**src/rtl/adc108s102_spi_ctrl.sv**
```systemverilog
// adc108s102_spi_ctrl: SPI master for the ADC108S102; one 16-SCLK frame per accepted start, result with a 1-cycle valid pulse.
// Latency: busy for 33*CLK_DIV+1+QUIET cycles; valid pulses 33*CLK_DIV+1 cycles after start is accepted.
// Backpressure: none; start is ignored (dropped, not queued) while busy. Option ADC_AVG4_EN: average 4 same-channel results.
module adc108s102_spi_ctrl #(
  parameter int CLK_DIV = 4,
  parameter int QUIET   = 8
) (
  input  logic       clk_sample,
  input  logic       rst_n,
  input  logic       start,
  input  logic [2:0] channel,
  output logic       busy,
  output logic       adc_cs_n,
  output logic       adc_sclk,
  output logic       adc_din,
  input  logic       adc_dout,
  output logic [9:0] data,
  output logic [2:0] data_ch,
  output logic       valid
);

  localparam int CNT_MAX = (CLK_DIV > QUIET) ? CLK_DIV : QUIET;
  localparam int CNT_W   = $clog2(CNT_MAX);

  typedef enum logic [2:0] {
    S_IDLE,
    S_SETUP,
    S_SHIFT,
    S_DONE,
    S_QUIET
  } state_t;

  state_t           state_q, state_d;
  logic [CNT_W-1:0] div_q, div_d;
  logic [3:0]       bit_q, bit_d;
  logic             phase_q, phase_d;   // SCLK level inside SHIFT: 0 = low half, 1 = high half
  logic [2:0]       cur_ch_q, cur_ch_d;
  logic [2:0]       prev_ch_q;
  logic [9:0]       shift_q;            // only frame bits 11..2 (D9..D0) are captured
  logic             sample;
  logic             finish;
  logic             cs_n_d, sclk_d, din_d;

`ifdef ADC_AVG4_EN
  logic [11:0] acc_q;
  logic [1:0]  avg_cnt_q;
  logic [2:0]  avg_ch_q;
  logic [11:0] avg_sum;
  assign avg_sum = acc_q + {2'b00, shift_q};
`endif

  // Control bit for frame position b: channel address sits in bits 13..11.
  function automatic logic din_bit(input logic [2:0] ch, input logic [3:0] b);
    case (b)
      4'd13:   din_bit = ch[2];
      4'd12:   din_bit = ch[1];
      4'd11:   din_bit = ch[0];
      default: din_bit = 1'b0;
    endcase
  endfunction

  // Next-state, counter and next-pin-value logic.
  always_comb begin
    state_d  = state_q;
    div_d    = div_q;
    bit_d    = bit_q;
    phase_d  = phase_q;
    cur_ch_d = cur_ch_q;
    sample   = 1'b0;
    finish   = 1'b0;
    case (state_q)
      S_IDLE: begin
        if (start) begin
          cur_ch_d = channel;
          div_d    = '0;
          state_d  = S_SETUP;
        end
      end
      S_SETUP: begin
        if (div_q == CNT_W'(CLK_DIV - 1)) begin
          div_d   = '0;
          bit_d   = 4'd15;
          phase_d = 1'b0;
          state_d = S_SHIFT;
        end else begin
          div_d = div_q + CNT_W'(1);
        end
      end
      S_SHIFT: begin
        if (div_q == CNT_W'(CLK_DIV - 1)) begin
          div_d = '0;
          if (!phase_q) begin
            // SCLK rises at this edge: capture DOUT if it carries a data bit.
            phase_d = 1'b1;
            sample  = (bit_q <= 4'd11) && (bit_q >= 4'd2);
          end else if (bit_q == 4'd0) begin
            state_d = S_DONE;
            finish  = 1'b1;
          end else begin
            phase_d = 1'b0;
            bit_d   = bit_q - 4'd1;
          end
        end else begin
          div_d = div_q + CNT_W'(1);
        end
      end
      S_DONE: begin
        div_d   = '0;
        state_d = S_QUIET;
      end
      S_QUIET: begin
        if (div_q == CNT_W'(QUIET - 1)) begin
          div_d   = '0;
          state_d = S_IDLE;
        end else begin
          div_d = div_q + CNT_W'(1);
        end
      end
      default: state_d = S_IDLE;
    endcase
    // Pins are registered from the next state so they are glitch-free off-chip.
    cs_n_d = !((state_d == S_SETUP) || (state_d == S_SHIFT));
    sclk_d = (state_d == S_SHIFT) ? phase_d : 1'b1;
    din_d  = (state_d == S_SHIFT) ? din_bit(cur_ch_d, bit_d) : 1'b0;
  end

  // FSM state and frame counters.
  always_ff @(posedge clk_sample or negedge rst_n) begin
    if (!rst_n) begin
      state_q  <= S_IDLE;
      div_q    <= '0;
      bit_q    <= '0;
      phase_q  <= 1'b0;
      cur_ch_q <= '0;
    end else begin
      state_q  <= state_d;
      div_q    <= div_d;
      bit_q    <= bit_d;
      phase_q  <= phase_d;
      cur_ch_q <= cur_ch_d;
    end
  end

  // Registered ADC pins and busy flag.
  always_ff @(posedge clk_sample or negedge rst_n) begin
    if (!rst_n) begin
      adc_cs_n <= 1'b1;
      adc_sclk <= 1'b1;
      adc_din  <= 1'b0;
      busy     <= 1'b0;
    end else begin
      adc_cs_n <= cs_n_d;
      adc_sclk <= sclk_d;
      adc_din  <= din_d;
      busy     <= (state_d != S_IDLE);
    end
  end

  // Capture DOUT and publish results; the ADC answers for the previous frame's channel.
  always_ff @(posedge clk_sample or negedge rst_n) begin
    if (!rst_n) begin
      shift_q   <= '0;
      prev_ch_q <= '0;
      data      <= '0;
      data_ch   <= '0;
      valid     <= 1'b0;
`ifdef ADC_AVG4_EN
      acc_q     <= '0;
      avg_cnt_q <= '0;
      avg_ch_q  <= '0;
`endif
    end else begin
      valid <= 1'b0;
      if (sample) begin
        shift_q <= {shift_q[8:0], adc_dout};
      end
      if (finish) begin
        prev_ch_q <= cur_ch_q;
`ifdef ADC_AVG4_EN
        if ((avg_cnt_q == 2'd0) || (prev_ch_q != avg_ch_q)) begin
          // New run: this result is the first of up to four.
          acc_q     <= {2'b00, shift_q};
          avg_cnt_q <= 2'd1;
          avg_ch_q  <= prev_ch_q;
        end else if (avg_cnt_q == 2'd3) begin
          valid     <= 1'b1;
          data      <= avg_sum[11:2];
          data_ch   <= prev_ch_q;
          acc_q     <= '0;
          avg_cnt_q <= 2'd0;
        end else begin
          acc_q     <= avg_sum;
          avg_cnt_q <= avg_cnt_q + 2'd1;
        end
`else
        valid   <= 1'b1;
        data    <= shift_q;
        data_ch <= prev_ch_q;
`endif
      end
    end
  end

endmodule

```
**config.mk**
```make
export PLATFORM = sky130hd
export DESIGN_NAME = adc108s102_spi_ctrl
export DESIGN_NICKNAME = d
export VERILOG_FILES = /design/src/rtl/adc108s102_spi_ctrl.sv
export SDC_FILE = /design/constraint.sdc
export NUM_CORES = 1
export LEC_CHECK = 0
export CAP_MARGIN = 5
export CORE_MARGIN = 2
export CORE_UTILIZATION = 55
export DETAILED_ROUTE_END_ITERATION = 8
export PLACE_DENSITY_LB_ADDON = 0.05
export SYNTH_ARGS = -nofsm -noshare
export SYNTH_HDL_FRONTEND = slang
export SYNTH_SLANG_ARGS = --single-unit
```
**constraint.sdc**
```tcl
create_clock -name clk_sample -period 3 [get_ports clk_sample]
set_input_delay 0.6 -clock clk_sample [delete_from_list [all_inputs] [get_ports clk_sample]]
set_output_delay 0.6 -clock clk_sample [all_outputs]
set_load 0.02 [all_outputs]
```
==> results of run 1 <==
-- cell type report --
| type | instances | area (µm²) |
|---|---|---|
| fill | 293 | 1200 |
| sequential | 45 | 1130 |
| multi-input combinational | 139 | 946 |
| timing repair buffer | 26 | 250 |
| clock buffer | 7 | 86.3 |
| tap | 48 | 60.1 |
| clock inverter | 1 | 30.0 |
| inverter | 5 | 18.8 |
-- metrics by stage --
step                      setup slack, ps  utilization  cell area (µm²)  total power (µW)  hold WS (ps)
after floorplan                       905            -             2150               628           304
after global placement                523        0.647             2400               649           451
after detailed placement              440        0.647             2400               650           462
after CTS                             594        0.678             2520              1120           480
after global routing                  406        0.678             2520              1150           502
final                                 608        0.678             2520              1110           458
-- power by group --
group,internal [µW],total [µW],switching [µW]
clock network,272,471,200
logic,10.0,25.3,15.3
registers,609,611,1.94
-- cell families (layout without fill, tap and decap cells) --
group	count (synthesis)	count (layout)	share of synthesized area
simple gates	86	86	0.207
flops	45	45	0.524
compound gates	29	29	0.105
mux	17	17	0.0883
buf+inv	17	39	0.0372
fa+ha+maj	6	6	0.0348
xor+xnor	1	1	0.00407
-- sequential cells by signal (all words and copies together), names as in the netlist --
name,flops
data,10
shift_q,10
bit_q,4
cur_ch_q,3
data_ch,3
div_q,3
prev_ch_q,3
state_q,3
adc_cs_n,1
adc_din,1
adc_sclk,1
busy,1
phase_q,1
valid,1
-- cells in the mapped netlist (2+ instances only) --
master,instances
a21oi_1,8
dfrtp_1,43
nor4_1,2
nand2b_1,6
nor3b_1,3
nand2_1,47
nor2_1,7
a21boi_0,2
clkbuf_1,6
ha_1,6
mux2_2,16
inv_1,5
dfstp_2,2
nor2b_1,4
nand3_1,2
o21ai_0,5
nor4bb_1,2
nor3_1,3
buf_2,3
-- metal layers --
| metal | track usage | vias to the layer above |
|---|---|---|
| li1 | - | 729 |
| met2 | 0.353 | 34 |
| met5 | 0 | - |
| met1 | 0.248 | 748 |
| met4 | 0.0816 | 0 |
| met3 | 0.0557 | 7 |
-- how the worst min path moves through the flow --
stage                             start                endpoint  slack (ps)  cells past startpoint
2_1_floorplan                     rst_n       adc_din$_DFF_PN0_         300                      0
3_3_place_gp   prev_ch_q[1]$_DFFE_PN0P_  data_ch[1]$_DFFE_PN0P_         450                      2
3_5_place_dp   prev_ch_q[1]$_DFFE_PN0P_  data_ch[1]$_DFFE_PN0P_         460                      2
4_1_cts                           rst_n  shift_q[2]$_DFFE_PN0P_         480                      1
5_1_grt        prev_ch_q[2]$_DFFE_PN0P_  data_ch[2]$_DFFE_PN0P_         500                      2
6_report                          rst_n     data[1]$_DFFE_PN0P_         460                      1
-- worst register-to-register path, cell delays in order (launching register included) --
cell and delay, ps:
dfrtp_1 380, ha_1 200, ha_1 350, nand4bb_1 250
a2111oi_4 700, mux2_2 410
==> impl_metrics.yaml, run 1 <==
floorplan:
  core_area_um2: 3720
  start_util: 0.580
  ios: 25
  rows: 22
  fp.dieW_um: 66.6
  die-area_um2: 4430
  die_y_um: 66.6
logic_synthesis:
  yosys_warnings: 0
  netlist_instances: 201
  synth-edff-count: 0
  synthTopCellsByArea: "dfrtp_1 50%, mux2_2 8.4%, nand2_1 8.2%, ha_1 3.5%, dfstp_2 2.4%"
  yosys.cell_types.count: 48
  synth.avg_cell_area_um2: 10.7
  ys_seq_area_frac: 0.524
  synth_top_cell_by_area: "dfrtp_1"
  synth.top_cell.area_share: 0.499
  synthesis.area_um2: 2150
  synth_nets: 214
  synth_seq_cells: 45
  ys.flop_type: "dfrtp_1"
  async_flop_share: 1.00
worst_setup_path:
  worstSetupPathType: "reg -> reg"
  arrival_ps: 2580
  cp-end-kind: "flop"
  critPathBufInv: 0
  worst_r2r_startpoint: "div_q[1]$_DFFE_PN0P_"
  timing.rr.end: "shift_q[1]$_DFFE_PN0P_"
  reg2reg_depth: 5
  critical-path-top-delay-family: "compound AO/OA/AOI/OAI gates"
  endpoint: "shift_q[1]$_DFFE_PN0P_"
  path_cells: "ha_1 -> ha_1 -> nand4bb_1 -> a2111oi_4 -> mux2_2"
  crit_required_ps: 3180
  cpMostUsedCell: "ha_1"
  cp.depth: 5
  worst_path_max_delay_cell: "a2111oi_4"
  crit_path_start_kind: "flop"
  rrSetupSlack_ps: 610
  slowest_delay_ps: 700
  cp-startpoint: "div_q[1]$_DFFE_PN0P_"
  worst-path-max-fanout: 10
cells_and_area:
  antennaDiodeCount: 0
  layout.nets: 235
  drive_above_1_share: 0.152
  final_common_cell: "nand2_1"
  area_delta_synth_final_pct: 17.0
  final_cells: 271
  final_cell_mix: "47 x nand2_1, 43 x dfrtp_1, 23 x clkdlybuf4s50_1, 16 x mux2_2, 8 x a21oi_1"
drt:
  drt_iter0_markers: 82
  first_pass_iters: 4
  met1_length_um: 1740
  drc: 0
  avgRoutedWirePerCell_um: 14.7
  top_layer: "met4"
  vias: 1518
  ant_nets: 0
  via_per_inst: 5.60
  wl_um: 3990
  route.met3.wl_um: 156
  wl_met2_um: 2030
cts:
  clockRootBuffer: "clkbuf_8"
  cts_buffers: 5
  cts_resized: 0
  cts.clk_slew.worst_paths_ps: 80
  cts_setup_buffers: 0
  ctsHoldBuffers: 0
  cts_buffer_depth: 2
  clkLatencyLatePin_ps: 300
  htreeDepth: 2
  cts_tree: "done"
  clock-sinks: 45
sta:
  period_share: 0.797
  rsz0062_at_grt: "false"
  drv_slew: 0
  hold_viol: 0
  period_needed_ps: 2390
  clock.fmax_mhz: 418
  tightest_slew_ps: 970
  tns_ps: 0
  finalSetupViolations: 0
  relSlewSlack: 0.353
  clock_skew_ps: 3.81
pwr:
  cellLeakagePower_uw: 0.00116
  ir_drop_v: 0.000297
  powerDensity_nw_per_um2: 440
place:
  place_inst: 263
  portBuffers: 24
  gp_congestion: 0.859
  dp_hpwl_um: 2800
grt:
  first_global_vias: 1470
  grt_pass1_wl_um: 6780
  groute.usage.overall: 0.207
  grt_max_degree: 46
  grt.overflow.total: 0
  grt_antenna_before_repair: 0
hold_path:
  hold_class: "in -> async"
job:
  max_cap_viol_count: 0
status:
  outcome: "finished, final reports clean"
No activity file was read; power rests on OpenSTA's default activity.
==> run 2, diff against run 1 <==
--- a/config.mk
+++ b/config.mk
@@ -7,7 +7,7 @@
 export LEC_CHECK = 0
 export CAP_MARGIN = 5
 export CORE_MARGIN = 2
-export CORE_UTILIZATION = 55
+export CORE_UTILIZATION = 50
 export DETAILED_ROUTE_END_ITERATION = 8
 export PLACE_DENSITY_LB_ADDON = 0.05
 export SYNTH_ARGS = -nofsm -noshare
==> constraint.sdc (replaced) <==
create_clock -name clk_sample -period 2.1 [get_ports clk_sample]
set_input_delay 0.42 -clock clk_sample [delete_from_list [all_inputs] [get_ports clk_sample]]
set_output_delay 0.42 -clock clk_sample [all_outputs]
set_load 0.02 [all_outputs]
==> run 2 against run 1 <==
Sequential power grew 43%; power grew 28%; critical path type unchanged; worst hold slack lost 330 ps.
==> impl_metrics.yaml, run 2 (synthesized netlist as in run 1, its figures left out) <==
status:
  outcome: "finished, final reports clean"
place:
  pre_cts_slack_ps: -96.5
  post_dp_cell_area_um2: 2520
  place_inst: 279
  gp_congestion: 0.813
  dp_hpwl_um: 3120
  portBuffers: 24
cts:
  htreeDepth: 2
  cts.clk_slew.worst_paths_ps: 80
  clockRootBuffer: "clkbuf_8"
  cts_tree: "done"
  clock-sinks: 45
  cts_buffers: 5
  cts_setup_buffers: 0
  cts_buffer_depth: 2
  clkLatencyLatePin_ps: 290
pwr:
  powerDensity_nw_per_um2: 534
  ir_drop_v: 0.000398
  cellLeakagePower_uw: 0.00123
grt:
  first_global_vias: 1556
  grt.overflow.total: 0
  grt_max_degree: 26
  grt_antenna_before_repair: 0
  groute.usage.overall: 0.185
  grt_pass1_wl_um: 7110
drt:
  met1_length_um: 1930
  top_layer: "met4"
  drt_iter0_markers: 59
  route.met3.wl_um: 152
  first_pass_iters: 4
  drc: 0
  wl_um: 4200
  wl_met2_um: 2040
  via_per_inst: 5.45
  avgRoutedWirePerCell_um: 14.6
  vias: 1563
  ant_nets: 0
floorplan:
  start_util: 0.527
  die-area_um2: 4850
  die_y_um: 69.6
  ios: 25
  core_area_um2: 4090
  rows: 23
  fp.dieW_um: 69.6
sta:
  period_needed_ps: 2030
  period_share: 0.968
  finalSetupViolations: 0
  drv_slew: 0
  clock_skew_ps: 7.30
  relSlewSlack: 0.603
  tightest_slew_ps: 596
  holdWs_ps: 130
  clock.fmax_mhz: 492
  hold_viol: 0
  fin_ws_ps: 66.9
cells_and_area:
  fillers: 342
  drive_above_1_share: 0.236
  layout.nets: 249
  final_cell_mix: "47 x nand2_1, 42 x dfrtp_1, 23 x clkdlybuf4s50_1, 16 x mux2_2, 14 x buf_4"
  fin_area_um2: 2670
  final_common_cell: "nand2_1"
  antennaDiodeCount: 0
  reg_top3: "data: 10 flops, shift_q: 10 flops, bit_q: 4 flops"
  area_delta_synth_final_pct: 23.8
  register_area_um2: 1130
  final_cells: 287
  multiInputGateArea_um2: 1000
worst_setup_path:
  arrival_ps: 2220
  crit_path_start_kind: "flop"
  cp-end-kind: "flop"
  worstSetupPathType: "reg -> reg"
  worst-path-max-fanout: 5
  crit_required_ps: 2290
job:
  max_cap_viol_count: 0
hold_path:
  hold_class: "in -> async"
[run 2: report_power, final]
| group | switching, µW | internal [µW] | total, µW |
|---|---|---|---|
| registers | 2.74 | 871 | 873 |
| clock network | 278 | 231 | 509 |
| logic | 22.4 | 19.1 | 41.5 |
[run 2: metrics by stage]
stage / setup TNS, ps / util / power, µW
3_3_place_gp: -46.5 / 0.618 / 932
5_1_grt: -7.00 / 0.653 / 1480
2_1_floorplan: 0 / - / 898
6_report: 0 / 0.653 / 1420
4_1_cts: 0 / 0.640 / 1440
3_5_place_dp: -111 / 0.618 / 934
[run 2: worst max-delay path, stage by stage (launching register included)]
cell and delay [ps]:
dfrtp_1 450, inv_1 120, ha_1 250, nor3b_2 190, or3_4 360, o221ai_2 240, nor4bb_1 100, o211a_1 220
[run 2: final cells by class]
cell class | count | share of cell area
multi-input combinational | 139 | 0.376
tap | 50 | 0.0235
inverter | 5 | 0.00704
clock inverter | 2 | 0.00375
timing repair buffer | 40 | 0.139
clock buffer | 6 | 0.0272
sequential | 45 | 0.424
[run 2: per-layer routing]
metal  GRT usage  up-vias
li1            -      758
met1       0.230      772
met2       0.303       26
met3      0.0509        7
met4      0.0791        0
met5           0        -
[run 2: what timing repair did]
item                                   CTS  global route
pin swaps                                1             0
gates cloned                             0             0
resized for setup                        2             9
endpoints found under the hold margin    0             0
hold buffers                             0             0
setup endpoints to repair               11            15
[run 2: final timing paths]
path	start	endpoint	slack (ps)	depth (start not counted)
worst max-delay path	bit_q[0]$_DFF_PN0_	adc_din$_DFF_PN0_	70	7
worst min-delay path	rst_n	data[6]$_DFFE_PN0P_	130	1
worst max register to register	bit_q[0]$_DFF_PN0_	adc_din$_DFF_PN0_	70	7
worst min register to register	data_ch[1]$_DFFE_PN0P_	data_ch[1]$_DFFE_PN0P_	480	2
max in group asynchronous	rst_n	adc_cs_n$_DFF_PN1_	1380	2
min in group clk_sample	data_ch[1]$_DFFE_PN0P_	data_ch[1]$_DFFE_PN0P_	480	2
